## config.mk

```make
export PLATFORM = sky130hd
export DESIGN_NAME = bus_master_arbiter
export DESIGN_NICKNAME = d
export VERILOG_FILES = /design/src/rtl/bus_master_arbiter.sv
export SDC_FILE = /design/constraint.sdc
export NUM_CORES = 1
export LEC_CHECK = 0
export CAP_MARGIN = 20
export CORE_ASPECT_RATIO = 1.25
export CORE_MARGIN = 5
export CORE_UTILIZATION = 55
export CTS_CLUSTER_SIZE = 14
export DETAILED_ROUTE_END_ITERATION = 10
export DONT_BUFFER_PORTS = 1
export PLACE_DENSITY_LB_ADDON = 0.1
export SYNTH_ARGS = -nofsm -noshare
export SYNTH_HDL_FRONTEND = slang
export SYNTH_SLANG_ARGS = --single-unit
```

## constraint.sdc

```tcl
create_clock -name MCLK_IN -period 1.63 [get_ports MCLK_IN]
set_clock_uncertainty 0.1 [all_clocks]
set_input_delay 0.2445 -clock MCLK_IN [delete_from_list [all_inputs] [get_ports MCLK_IN]]
set_output_delay 0.2445 -clock MCLK_IN [all_outputs]
set_load 0.03 [all_outputs]
```

## src/rtl/bus_master_arbiter.sv

```systemverilog
// bus_master_arbiter: hands the 68000 system bus to the UART loader/DMA
// engine through the BR/BG/BGACK handshake, bounds the loader's tenure and
// then gives the CPU a guaranteed cooldown slot before the next request.
// Optional build macro: ARB_GRANT_TIMEOUT_EN (abandon a request that is not
// granted within GRANT_TIMEOUT cycles).
//
// Handshake: BR rises when the loader requests and stays up until the bus
// is taken. BG_IN from the CPU moves us to waiting for the bus to go idle.
// The first sampled AS_IN=0 then drops BR, raises BGACK and DMA_GNT
// together. BGACK is held one extra cycle after DMA_GNT falls so the loader
// drivers are off the bus before the CPU takes it back.
module bus_master_arbiter #(
  parameter int MAX_HOLD      = 64,
  parameter int CPU_SLOT      = 16,
  parameter int GRANT_TIMEOUT = 1024
) (
  input  logic       MCLK_IN,
  input  logic       RESET_IN,
  input  logic       RUN_IN,
  input  logic       DMA_REQ_IN,
  input  logic       DMA_DONE_IN,
  input  logic       BG_IN,
  input  logic       AS_IN,
  output logic       BR,
  output logic       BGACK,
  output logic       DMA_GNT,
  output logic       DMA_YIELD,
  output logic [7:0] GRANT_COUNT,
  output logic       ARB_TIMEOUT,
  output logic [2:0] DBG_STATE
);

  typedef enum logic [2:0] {
    S_IDLE      = 3'd0,
    S_REQUEST   = 3'd1,
    S_WAIT_FREE = 3'd2,
    S_OWNED     = 3'd3,
    S_YIELD     = 3'd4,
    S_RELEASE   = 3'd5
  } state_t;

  // Hold counter only needs to reach MAX_HOLD-1.
  localparam int HW = (MAX_HOLD > 1) ? $clog2(MAX_HOLD) : 1;
  localparam logic [HW-1:0] HOLD_LAST = (MAX_HOLD > 0) ? HW'(MAX_HOLD - 1) : '0;
  // Cooldown counter is loaded with CPU_SLOT and counts down to 0.
  localparam int CW = (CPU_SLOT > 0) ? $clog2(CPU_SLOT + 1) : 1;
  localparam logic [CW-1:0] COOL_LOAD = CW'(CPU_SLOT);

  state_t          r_state;
  logic            r_br;
  logic            r_bgack;
  logic            r_gnt;
  logic            r_yield;
  logic [7:0]      r_count;
  logic            r_timeout;
  logic [HW-1:0]   r_hold;
  logic [CW-1:0]   r_cool;

  logic            w_hold_hit;
  logic            w_req_ok;
  logic            w_to_fire;

  // MAX_HOLD of 0 means the loader may keep the bus indefinitely.
  assign w_hold_hit = (MAX_HOLD != 0) && (r_hold == HOLD_LAST);

`ifdef ARB_GRANT_TIMEOUT_EN
  localparam int TW = (GRANT_TIMEOUT > 1) ? $clog2(GRANT_TIMEOUT) : 1;
  localparam logic [TW-1:0] TO_LAST = (GRANT_TIMEOUT > 0) ? TW'(GRANT_TIMEOUT - 1) : '0;

  logic [TW-1:0] r_to_cnt;
  logic          r_req_block;
  logic          w_to_hit;

  assign w_to_hit = (r_to_cnt == TO_LAST);
  // Timeout fires only where the FSM would otherwise keep waiting.
  assign w_to_fire = w_to_hit &&
                     (((r_state == S_REQUEST) && DMA_REQ_IN && !BG_IN) ||
                      ((r_state == S_WAIT_FREE) && AS_IN));
  // After a timeout the request must be withdrawn before it counts again.
  assign w_req_ok = DMA_REQ_IN && !r_req_block;

  // Wait-for-grant counter and the request re-arm flag.
  always_ff @(posedge MCLK_IN) begin
    if (RESET_IN || !RUN_IN) begin
      r_to_cnt    <= '0;
      r_req_block <= 1'b0;
    end else begin
      if ((r_state == S_REQUEST) || (r_state == S_WAIT_FREE)) begin
        r_to_cnt <= r_to_cnt + 1'b1;
      end else begin
        r_to_cnt <= '0;
      end
      if (!DMA_REQ_IN) begin
        r_req_block <= 1'b0;
      end
      if (w_to_fire) begin
        r_req_block <= 1'b1;
      end
    end
  end
`else
  // No timeout in this build; the parameter is referenced so both builds
  // share one interface.
  assign w_to_fire = 1'b0 && (GRANT_TIMEOUT != 0);
  assign w_req_ok  = DMA_REQ_IN;
`endif

  // Arbitration FSM with all bus-side outputs registered.
  always_ff @(posedge MCLK_IN) begin
    if (RESET_IN || !RUN_IN) begin
      r_state   <= S_IDLE;
      r_br      <= 1'b0;
      r_bgack   <= 1'b0;
      r_gnt     <= 1'b0;
      r_yield   <= 1'b0;
      r_timeout <= 1'b0;
      r_hold    <= '0;
      r_cool    <= '0;
      // Stopping the CPU keeps the grant history; only reset clears it.
      if (RESET_IN) begin
        r_count <= 8'd0;
      end
    end else begin
      r_timeout <= 1'b0;
      case (r_state)
        S_IDLE: begin
          if (r_cool != '0) begin
            r_cool <= r_cool - 1'b1;
          end else if (w_req_ok) begin
            r_state <= S_REQUEST;
            r_br    <= 1'b1;
          end
        end
        S_REQUEST: begin
          if (!DMA_REQ_IN) begin
            r_state <= S_IDLE;
            r_br    <= 1'b0;
          end else if (BG_IN) begin
            r_state <= S_WAIT_FREE;
          end else if (w_to_fire) begin
            r_state   <= S_IDLE;
            r_br      <= 1'b0;
            r_cool    <= COOL_LOAD;
            r_timeout <= 1'b1;
          end
        end
        S_WAIT_FREE: begin
          if (!AS_IN) begin
            r_state <= S_OWNED;
            r_br    <= 1'b0;
            r_bgack <= 1'b1;
            r_gnt   <= 1'b1;
            r_hold  <= '0;
            r_count <= r_count + 8'd1;
          end else if (w_to_fire) begin
            r_state   <= S_IDLE;
            r_br      <= 1'b0;
            r_cool    <= COOL_LOAD;
            r_timeout <= 1'b1;
          end
        end
        S_OWNED: begin
          if (DMA_DONE_IN) begin
            r_state <= S_RELEASE;
            r_gnt   <= 1'b0;
          end else begin
            r_hold <= r_hold + 1'b1;
            if (w_hold_hit) begin
              r_state <= S_YIELD;
              r_yield <= 1'b1;
            end
          end
        end
        S_YIELD: begin
          // Loader keeps the bus until it finishes its current transfer.
          if (DMA_DONE_IN) begin
            r_state <= S_RELEASE;
            r_gnt   <= 1'b0;
            r_yield <= 1'b0;
          end
        end
        S_RELEASE: begin
          r_state <= S_IDLE;
          r_bgack <= 1'b0;
          r_cool  <= COOL_LOAD;
        end
        default: begin
          r_state <= S_IDLE;
          r_br    <= 1'b0;
          r_bgack <= 1'b0;
          r_gnt   <= 1'b0;
          r_yield <= 1'b0;
        end
      endcase
    end
  end

  assign BR          = r_br;
  assign BGACK       = r_bgack;
  assign DMA_GNT     = r_gnt;
  assign DMA_YIELD   = r_yield;
  assign GRANT_COUNT = r_count;
  assign ARB_TIMEOUT = r_timeout;
  assign DBG_STATE   = r_state;

endmodule

```

==> PnR_summary.wiki, run 1 <==
{| class="wikitable"
! Metric !! Value
|-
| Total of buffers placed on input and output ports || 0
|-
| Post-route clock period utilization || 108.8%
|-
| Share of post-route cells with drive strength above 1 || 25.00%
|-
| Max Transition Viols Final || 0
|-
| Fraction of synthesized cell area taken by the top area cell type || 26.82%
|-
| Maximum number of pins on one net before global-route repair || 18
|-
| Classification of the worst-slack hold path || in2reg
|-
| Total clock sinks || 26
|-
| Delay of the slowest critical-path stage || 0.49 ns
|-
| Fill cell count || 212
|-
| Seq/Total Area, Yosys || 44.69%
|-
| Initial standard-cell utilization of the core || 56.53%
|-
| First-pass detailed-route iteration total || 4
|-
| Placed wire-length estimate || 2188 um
|-
| Net count of the mapped netlist || 156
|-
| Placeable core area || 2377 um2
|-
| Worst r2r src || r_cool[0]
|-
| Flops & latches, synth || 26
|-
| Number of distinct library cells after synthesis || 38
|-
| Fraction of power consumed by sequential logic || 47.9%
|-
| Clock latency on the worst-skew pair || 0.32 ns
|-
| Count of H-tree levels built during CTS || 1
|-
| Post-Syn Area per Cell || 9.204 um2
|-
| Sort of element at the start of the critical path || register
|-
| Transition time of the tightest slew-check pin || 0.5797 ns
|-
| Reg clk slew, reported paths || 0.14 ns
|-
| Die area || 3538 um2
|-
| Synthesized-area fraction occupied by and/or/nand/nor cells || 28.40%
|-
| Maximum clock insertion buffer count || 2
|-
| Total CTS buffers || 3
|-
| CTS tree || built
|-
| Total of endpoints with negative setup slack in the final report || 6
|-
| Switching power || 0.4883 mW
|-
| Data required, critical path || 1.75 ns
|-
| Antenna viol nets, final || 0
|-
| Part of the power in the clock network || 17.6%
|-
| Total overflow reported by the global router || 0
|-
| Final Worst Setup Slack || -0.1432 ns
|-
| Area post-placement || 1539 um2
|-
| Vias per cell || 5.580
|-
| Synth top area cells || dfxtp_1, edfxtp_1, xor2_1, nor2_1, nand3_1
|-
| Hold Vio Cnt, Final || 0
|-
| Total area of multi-input combinational cells || 720.7 um2
|-
| Routability Congestion || 0.8094
|-
| Clock Root Buffer || clkbuf_4
|-
| R2r worst-path depth || 6
|-
| Max-cap violations || 0
|-
| Wire length of the first global-routing pass || 4905 um
|-
| Global-route usage over all layers || 18.60%
|-
| Fraction of the mapped netlist area in compound gates || 11.64%
|-
| Setup CP Type || reg2reg
|-
| Buffering stage count on the worst path with inverters included || 1
|-
| Diode insertion count for antenna repair || 0
|-
| Die Y-Extent || 65.27 um
|-
| Share of flip-flops with an asynchronous set or reset || 0%
|-
| Largest delay contributor family on the critical path || simple AND/OR/NAND/NOR gates
|-
| Area added between synthesis and finish || 21.41%
|-
| Maximum achievable frequency || 563.9 MHz
|-
| Worst-path maximum fanout || 3
|-
| Top cell type by total area after synthesis || dfxtp_1
|-
| Cells along the critical path || inv_2, ha_4, or4b_4, nor4_2, a21oi_1, a2111oi_2
|-
| Cell type of the slowest stage on the worst timing path || or4b_4
|-
| Average detailed-routed wire length per instance || 14.26 um
|-
| Non-Filler Cell Area, Final || 1632 um2
|-
| Worst slack after detailed placement || -0.1352 ns
|-
| Violated checks || setup timing
|-
| Number of nets at the end of the flow || 183
|-
| Most instantiated cells after synthesis || nor2_1, dfxtp_1, xor2_1, nand2_1, nand3_1
|-
| Initial antenna violation count || 0
|-
| Reg-to-reg critical path endpoint || BR
|-
| Post-layout minimum cycle time || 1.773 ns
|-
| Most used DFF post-synth || dfxtp_1
|-
| Status || finished with violations
|-
| Min-Delay Path Depth || 2
|-
| Max VDD drop || 0.6019 mV
|-
| Die Width || 54.21 um
|-
| Switching power share of the total || 31.13%
|-
| RSZ-0062 raised after global routing || yes
|-
| Xor/xnor share of the synthesized area || 8.473%
|-
| Wire length reported by the detailed router || 2924 um
|-
| Drt first-iter violations || 32
|-
| Number of remaining DRC errors || 0
|-
| Via Count || 1144
|-
| Adder-cell share of the synthesized area || 2.793%
|-
| Worst reg2reg setup slack || -0.14 ns
|-
| Power density over cell area || 961.2 nW/um2
|-
| Worst Setup End Kind || register
|-
| Number of global-route vias before repair || 1097
|-
| Synthesized cell area || 1344 um2
|-
| Most common cell in the synthesized netlist || nor2_1
|-
| Logic gate share of total power || 34.5%
|-
| Yosys warning total || 0
|-
| Sequential cell area || 608.1 um2
|-
| Internal power || 1.080 mW
|-
| Max-slew headroom at the worst pin || 61.35%
|-
| Leak Pwr || 0.6646 nW
|-
| I/O pin total || 23
|-
| Cells after Synth || 146
|-
| Largest family of logic cells by synthesized area || simple AND/OR/NAND/NOR gates
|-
| Site row count || 20
|-
| Launch point of the worst hold path || DMA_REQ_IN
|-
| Mux share of post-synthesis cell area || 0.7449%
|-
| Count of flip-flops with a built-in enable after synthesis || 8
|-
| Arrival @ worst endpoint || 1.90 ns
|-
| Capture endpoint of the worst hold path || BR
|}
==> cell usage in the layout (no fill, tap or decap), drive strengths merged, types with 3 or more instances in the layout <==
master	instances
nand4	4
nand3	9
clkbuf	3
ha	3
a21oi	6
dfxtp	18
edfxtp	8
nor3	3
xor2	10
and3	5
xnor2	3
buf	26
nand2	9
o21ai	4
nor2	22
nor2b	6
nand2b	5
==> metrics by stage <==
step	setup TNS (ns)	hold slack (ns)	std cells	util (%)	total power [mW]
floorplan	-0.05390	0.3056	146	-	1.105
global placement	-0.1022	0.3409	194	64.74	1.214
detailed placement	-0.2071	0.3454	194	64.74	1.226
CTS	-0.4222	0.007332	203	67.74	1.565
global route	-0.9066	0.02170	205	68.63	1.663
finish	-0.4647	0.03893	205	68.63	1.568
==> cell families after synthesis <==
| group | count (synthesis) |
|---|---|
| AND/OR/NAND/NOR | 72 |
| flip-flops | 26 |
| AO/OA/AOI/OAI | 22 |
| XOR/XNOR | 13 |
| buffers and inverters | 8 |
| adder cells (fa/ha/maj) | 3 |
| other | 1 |
| multiplexers | 1 |
==> power groups by stage <==
stage	Clock [mW]	Sequential, mW	Combinational, mW
after floorplan	0	0.790	0.315
after global placement	0	0.759	0.455
after detailed placement	0	0.762	0.463
after CTS	0.282	0.750	0.534
after global routing	0.311	0.758	0.595
final	0.276	0.751	0.541
==> what timing repair did <==
item,4_1_cts,5_1_grt
resized for setup,3,3
cloned,0,0
setup endpoints to repair,2,8
pin swaps,6,4
setup buffers,4,1
endpoints found under the hold margin,1,1
hold buffers,1,1
==> flip-flops by register name, indices dropped and copies added, names as in the netlist <==
signal       cells
BGACK            1
DMA_YIELD        1
r_cool           5
GRANT_COUNT      8
r_hold           6
BR               1
DBG_STATE        3
DMA_GNT          1
==> final cells by class <==
| class | instances | share of cell area [%] |
|---|---|---|
| Inverter | 2 | 0.4601 |
| Sequential cell | 26 | 37.27 |
| Clock inverter | 1 | 0.2301 |
| Timing Repair Buffer | 28 | 13.96 |
| Multi-Input combinational cell | 112 | 44.17 |
| Clock buffer | 3 | 1.380 |
| Tap cell | 33 | 2.531 |
==> per-layer routing <==
layer / vias up / track usage (%) / routed length, um
met5: - / 0 / 0
met4: 0 / 6.542 / 50
met3: 7 / 2.721 / 119
met2: 21 / 31.59 / 1532
met1: 551 / 23.20 / 1222
li1: 565 / - / -
==> how the worst max path moves through the flow <==
stage	from	end	slack [ns]	cells past startpoint
CTS	r_cool[0]	BR	-0.13	6
global route	r_cool[0]	BR	-0.22	6
floorplan	r_cool[0]	BR	-0.05	6
finish	r_cool[0]	BR	-0.14	6
detailed placement	r_cool[0]	BR	-0.14	6
global placement	r_cool[0]	BR	-0.07	6
Note: power is estimated with default switching activity, not from simulation.
==> run 2, diff against run 1 <==
--- a/config.mk
+++ b/config.mk
@@ -13,6 +13,7 @@
 export DETAILED_ROUTE_END_ITERATION = 10
 export DONT_BUFFER_PORTS = 1
 export PLACE_DENSITY_LB_ADDON = 0.1
+export SETUP_SLACK_MARGIN = 0.1
 export SYNTH_ARGS = -nofsm -noshare
 export SYNTH_HDL_FRONTEND = slang
 export SYNTH_SLANG_ARGS = --single-unit
==> PnR_summary.wiki, run 2 (synthesis gave the netlist of run 1 again) <==
{| class="wikitable"
! Metric !! Value
|-
| Global-route usage over all layers || 17.96% (was 18.60%)
|-
| Antenna viol nets, final || 0 (unchanged)
|-
| First-pass detailed-route iteration total || 4 (unchanged)
|-
| Share of post-route cells with drive strength above 1 || 35.03% (was 25.00%)
|-
| Violated checks || setup timing (unchanged)
|-
| Number of remaining DRC errors || 0 (unchanged)
|-
| I/O pin total || 23 (unchanged)
|-
| Data required, critical path || 1.75 ns (about the same)
|-
| Post-route clock period utilization || 107.5% (was 108.8%)
|-
| Most common cell after layout, fill and taps aside || buf_4 (unchanged)
|-
| Total of buffers placed on input and output ports || 0 (unchanged)
|-
| Max-slew headroom at the worst pin || 63.82% (was 61.35%)
|-
| Diode insertion count for antenna repair || 0 (unchanged)
|-
| Max-cap violations || 0 (unchanged)
|-
| Clock Root Buffer || clkbuf_4 (unchanged)
|-
| Power density over cell area || 948.6 nW/um2 (was 961.2 nW/um2)
|-
| Count of H-tree levels built during CTS || 1 (unchanged)
|-
| Cells along the critical path || inv_2, ha_4, or4b_4, nor4_4, a21oi_2, a2111oi_2 (was inv_2, ha_4, or4b_4, nor4_2, a21oi_1, a2111oi_2)
|-
| Max VDD drop || 0.6443 mV (was 0.6019 mV)
|-
| Die Y-Extent || 65.27 um (unchanged)
|-
| Setup total negative slack || -0.3110 ns (was -0.4647 ns)
|-
| Launch point of the worst hold path || DMA_REQ_IN (unchanged)
|-
| Final Worst Setup Slack || -0.1224 ns (was -0.1432 ns)
|-
| Area post-placement || 1556 um2 (was 1539 um2)
|-
| Worst-path maximum fanout || 3 (unchanged)
|-
| Post-placement cell count || 197 (was 194)
|-
| Worst-case hold slack || 0.04194 ns (was 0.03893 ns)
|-
| Worst Setup End Kind || register (unchanged)
|-
| Max Transition Viols Final || 0 (unchanged)
|-
| Via Count || 1165 (was 1144)
|-
| Filler-free cell count of the finished design || 210 (was 205)
|-
| Leak Pwr || 0.7017 nW (was 0.6646 nW)
|-
| Drt first-iter violations || 37 (was 32)
|-
| Hold Vio Cnt, Final || 0 (unchanged)
|-
| PnR Total Power || 1.659 mW (was 1.568 mW)
|-
| Total clock sinks || 26 (unchanged)
|-
| Vias per cell || 5.548 (was 5.580)
|-
| Die Width || 54.21 um (unchanged)
|-
| Die area || 3538 um2 (unchanged)
|-
| Wire length of the first global-routing pass || 4843 um (was 4905 um)
|-
| Area added between synthesis and finish || 30.17% (was 21.41%)
|-
| Arrival @ worst endpoint || 1.87 ns (was 1.90 ns)
|-
| Wire length reported by the detailed router || 2969 um (was 2924 um)
|-
| Cell type of the slowest stage on the worst timing path || or4b_4 (unchanged)
|-
| RSZ-0062 raised after global routing || yes (unchanged)
|-
| Initial standard-cell utilization of the core || 56.53% (unchanged)
|-
| Transition time of the tightest slew-check pin || 0.5428 ns (was 0.5797 ns)
|-
| Maximum number of pins on one net before global-route repair || 17 (was 18)
|-
| Reg clk slew, reported paths || 0.13 ns (was 0.14 ns)
|-
| Worst r2r src || r_cool[0] (unchanged)
|-
| Placeable core area || 2377 um2 (unchanged)
|-
| Total of endpoints with negative setup slack in the final report || 5 (was 6)
|-
| Number of nets at the end of the flow || 188 (was 183)
|-
| Delay of the slowest critical-path stage || 0.50 ns (was 0.49 ns)
|-
| Initial antenna violation count || 0 (unchanged)
|-
| Site row count || 20 (unchanged)
|-
| Clock latency on the worst-skew pair || 0.31 ns (was 0.32 ns)
|-
| Commonest non-fill, non-tap cells in the layout || buf_4, nor2_1, dfxtp_1 (unchanged)
|-
| Worst slack after detailed placement || -0.1144 ns (was -0.1352 ns)
|-
| Post-layout minimum cycle time || 1.752 ns (was 1.773 ns)
|-
| CTS tree || built (unchanged)
|-
| Routability Congestion || 0.8069 (was 0.8094)
|-
| Setup CP Type || reg2reg (unchanged)
|-
| Total overflow reported by the global router || 0 (unchanged)
|-
| End-of-flow core utilization || 73.58% (was 68.63%)
|-
| Maximum achievable frequency || 570.7 MHz (was 563.9 MHz)
|-
| Sort of element at the start of the critical path || register (unchanged)
|-
| Total CTS buffers || 3 (unchanged)
|-
| Average detailed-routed wire length per instance || 14.14 um (was 14.26 um)
|-
| Classification of the worst-slack hold path || in2reg (unchanged)
|-
| Worst setup path startpoint || r_cool[0] (unchanged)
|-
| Status || finished with violations (unchanged)
|-
| Flip-flop count of the largest register after layout || 8 (unchanged)
|-
| Number of global-route vias before repair || 1166 (was 1097)
|-
| Maximum clock insertion buffer count || 2 (unchanged)
|-
| Placed wire-length estimate || 2129 um (was 2188 um)
|-
| Non-Filler Cell Area, Final || 1749 um2 (was 1632 um2)
|}
==> run 2: metal layers <==
metal / wire length [um] / vias up / GRT usage (%)
met5: 0 / - / 0
met4: 27 / 0 / 6.542
met3: 129 / 4 / 2.721
met2: 1577 / 28 / 31.74
met1: 1234 / 558 / 21.03
li1: - / 575 / -
==> run 2: area by class of cell <==
class	instances	area (um2)
Clock buffer	3	22.52
Clock inverter	1	3.754
Fill cell	188	628.1
Inverter	2	7.507
Multi-Input combinational cell	112	805.8
Sequential cell	26	614.3
Tap cell	33	41.29
Timing Repair Buffer	33	254.0
==> run 2: worst paths after layout <==
check	end	slack, ns	depth (start not counted)
hold / removal	BR	0.04	2
setup reg to reg	BR	-0.12	6
hold reg to reg	DMA_GNT	0.42	2
setup / recovery	BR	-0.12	6
==> run 2: where the power goes <==
group          switching [mW]  internal, mW  total, mW
combinational           0.316         0.321      0.637
sequential             0.0437         0.709      0.753
clock                   0.180        0.0895      0.269
==> run 2: critical path: cells and delay by family (launching register included) <==
kind | cells | cell delay, ns
DFF | 1 | 0.35
adders and majority gates | 1 | 0.13
buffers and inverters | 1 | 0.07
AOI/OAI and AO/OA | 2 | 0.35
and+or+nand+nor | 2 | 0.66
==> run 2: timing repair <==
item	in CTS	in global routing
pin swaps	4	9
resized for setup	11	14
endpoints found under the setup margin	7	17
hold endpoints to repair	1	0
buffers inserted	3	4
hold buffers	2	0
==> run 3, diff against run 2 <==
--- a/config.mk
+++ b/config.mk
@@ -14,6 +14,8 @@
 export DONT_BUFFER_PORTS = 1
 export PLACE_DENSITY_LB_ADDON = 0.1
 export SETUP_SLACK_MARGIN = 0.1
+export SKIP_LAST_GASP = 1
 export SYNTH_ARGS = -nofsm -noshare
 export SYNTH_HDL_FRONTEND = slang
 export SYNTH_SLANG_ARGS = --single-unit
+export TNS_END_PERCENT = 20
==> PnR_summary.wiki, run 3 (synthesis gave the netlist of run 1 again) <==
{| class="wikitable"
! Metric !! Value
|-
| Drt first-iter violations || 29 (was 37)
|-
| Clock latency on the worst-skew pair || 0.31 ns (about the same)
|-
| Cells along the critical path || inv_2, ha_4, or4b_4, nor4_4, a21oi_2, a2111oi_2 (unchanged)
|-
| RSZ-0062 raised after global routing || yes (unchanged)
|-
| Total of endpoints with negative setup slack in the final report || 5 (unchanged)
|-
| Post-route clock period utilization || 109.3% (was 107.5%)
|-
| Die Width || 54.21 um (unchanged)
|-
| Setup CP Type || reg2reg (unchanged)
|-
| Routability Congestion || 0.8287 (was 0.8069)
|-
| Clock Root Buffer || clkbuf_4 (unchanged)
|-
| Hold Vio Cnt, Final || 0 (unchanged)
|-
| Buffering stage count on the worst path with inverters included || 1 (unchanged)
|-
| Maximum clock insertion buffer count || 2 (unchanged)
|-
| Die area || 3538 um2 (unchanged)
|-
| Number of nets at the end of the flow || 183 (was 188)
|-
| Delay of the slowest critical-path stage || 0.50 ns (about the same)
|-
| Initial standard-cell utilization of the core || 56.53% (unchanged)
|-
| Flip-flop count of the largest register after layout || 8 (unchanged)
|-
| PnR Total Power || 1.655 mW (was 1.659 mW)
|-
| Max-cap violations || 0 (unchanged)
|-
| Max-slew headroom at the worst pin || 60.40% (was 63.82%)
|-
| Data required, critical path || 1.75 ns (about the same)
|-
| Antenna viol nets, final || 0 (unchanged)
|-
| Diode insertion count for antenna repair || 0 (unchanged)
|-
| Sequential cell area || 605.6 um2 (was 614.3 um2)
|-
| Maximum number of pins on one net before global-route repair || 16 (was 17)
|-
| Leak Pwr || 0.6766 nW (was 0.7017 nW)
|-
| Worst-path maximum fanout || 3 (unchanged)
|-
| Total CTS buffers || 3 (unchanged)
|-
| First-pass detailed-route iteration total || 4 (unchanged)
|-
| Worst-case hold slack || 0.04056 ns (was 0.04194 ns)
|-
| Cell type of the slowest stage on the worst timing path || or4b_4 (unchanged)
|-
| Worst Setup End Kind || register (unchanged)
|-
| Non-Filler Cell Area, Final || 1673 um2 (was 1749 um2)
|-
| Switching power || 0.5232 mW (was 0.5399 mW)
|-
| Fill cell count || 205 (was 188)
|-
| Logic gate share of total power || 38.3% (was 38.4%)
|-
| I/O pin total || 23 (unchanged)
|-
| Vias per cell || 5.483 (was 5.548)
|-
| Placed wire-length estimate || 2094 um (was 2129 um)
|-
| Placeable core area || 2377 um2 (unchanged)
|-
| Part of the power in the clock network || 16.1% (was 16.2%)
|-
| Area added between synthesis and finish || 24.49% (was 30.17%)
|-
| Total area of multi-input combinational cells || 760.7 um2 (was 805.8 um2)
|-
| Arrival @ worst endpoint || 1.90 ns (was 1.87 ns)
|-
| Count of H-tree levels built during CTS || 1 (unchanged)
|-
| CTS tree || built (unchanged)
|-
| Largest delay contributor family on the critical path || simple AND/OR/NAND/NOR gates (unchanged)
|-
| Wire length of the first global-routing pass || 5043 um (was 4843 um)
|-
| Transition time of the tightest slew-check pin || 0.5939 ns (was 0.5428 ns)
|-
| Total overflow reported by the global router || 0 (unchanged)
|-
| Site row count || 20 (unchanged)
|-
| Switching power share of the total || 31.61% (was 32.54%)
|-
| Number of remaining DRC errors || 0 (unchanged)
|-
| Total clock sinks || 26 (unchanged)
|-
| Commonest non-fill, non-tap cells in the layout || buf_4, nor2_1, dfxtp_1 (unchanged)
|-
| Die Y-Extent || 65.27 um (unchanged)
|-
| End-of-flow core utilization || 70.37% (was 73.58%)
|-
| Max VDD drop || 0.7015 mV (was 0.6443 mV)
|-
| Classification of the worst-slack hold path || in2reg (unchanged)
|-
| Wire length reported by the detailed router || 2856 um (was 2969 um)
|-
| Internal power || 1.132 mW (was 1.119 mW)
|-
| Reg clk slew, reported paths || 0.13 ns (about the same)
|-
| Status || finished with violations (unchanged)
|-
| Final Worst Setup Slack || -0.1519 ns (was -0.1224 ns)
|-
| Max Transition Viols Final || 0 (unchanged)
|-
| Violated checks || setup timing (unchanged)
|-
| Sort of element at the start of the critical path || register (unchanged)
|-
| Most common cell after layout, fill and taps aside || buf_4 (unchanged)
|-
| Total of buffers placed on input and output ports || 0 (unchanged)
|-
| Fraction of power consumed by sequential logic || 45.6% (was 45.4%)
|-
| Initial antenna violation count || 0 (unchanged)
|-
| Global-route usage over all layers || 18.91% (was 17.96%)
|-
| Post-layout minimum cycle time || 1.782 ns (was 1.752 ns)
|-
| Worst slack after detailed placement || -0.1133 ns (was -0.1144 ns)
|-
| Via Count || 1124 (was 1165)
|-
| Number of global-route vias before repair || 1203 (was 1166)
|-
| Average detailed-routed wire length per instance || 13.93 um (was 14.14 um)
|-
| Power density over cell area || 989.5 nW/um2 (was 948.6 nW/um2)
|-
| Area post-placement || 1551 um2 (was 1556 um2)
|-
| Maximum achievable frequency || 561.2 MHz (was 570.7 MHz)
|-
| Share of post-route cells with drive strength above 1 || 27.33% (was 35.03%)
|}
run 3: stage by stage:
| stage | cells | setup TNS (ns) |
|---|---|---|
| 6_report | 205 | -0.3702 |
| 3_3_place_gp | 195 | -0.1033 |
| 3_5_place_dp | 195 | -0.2946 |
| 5_1_grt | 205 | -0.7742 |
| 2_1_floorplan | 146 | -0.08995 |
| 4_1_cts | 203 | -0.2425 |
run 3: routing by layer:
layer / routed length (um) / track usage, %
met5: 0 / 0
met3: 128 / 3.628
met2: 1535 / 33.83
met4: 56 / 8.723
met1: 1136 / 20.43
run 3: worst paths after layout:
path	cells past startpoint	endpoint	slack [ns]	start
min	2	BR	0.04	DMA_REQ_IN
min reg2reg	2	DMA_GNT	0.43	DMA_GNT
max reg2reg	6	BR	-0.15	r_cool[0]
max	6	BR	-0.15	r_cool[0]
run 3: layout make-up:
type | instances | area share [%]
multi-input combinational | 112 | 45.48
timing repair buffer | 28 | 13.84
clock inverter | 1 | 0.2244
inverter | 2 | 0.4488
tap | 33 | 2.468
clock buffer | 3 | 1.346
sequential | 26 | 36.20
run 3: repair_timing:
| action | CTS | global route |
|---|---|---|
| hold endpoints to repair | 1 | 0 |
| pin swaps | 2 | 8 |
| resized for setup | 4 | 9 |
| hold buffers | 2 | 0 |
| setup buffers | 2 | 2 |
| endpoints found under the setup margin | 18 | 23 |
run 3: power groups by stage:
stage / registers [mW] / logic, mW / clock network [mW]
CTS: 0.750 / 0.548 / 0.278
global route: 0.761 / 0.692 / 0.316
finish: 0.755 / 0.633 / 0.266
global placement: 0.761 / 0.469 / 0
floorplan: 0.789 / 0.316 / 0
detailed placement: 0.763 / 0.485 / 0
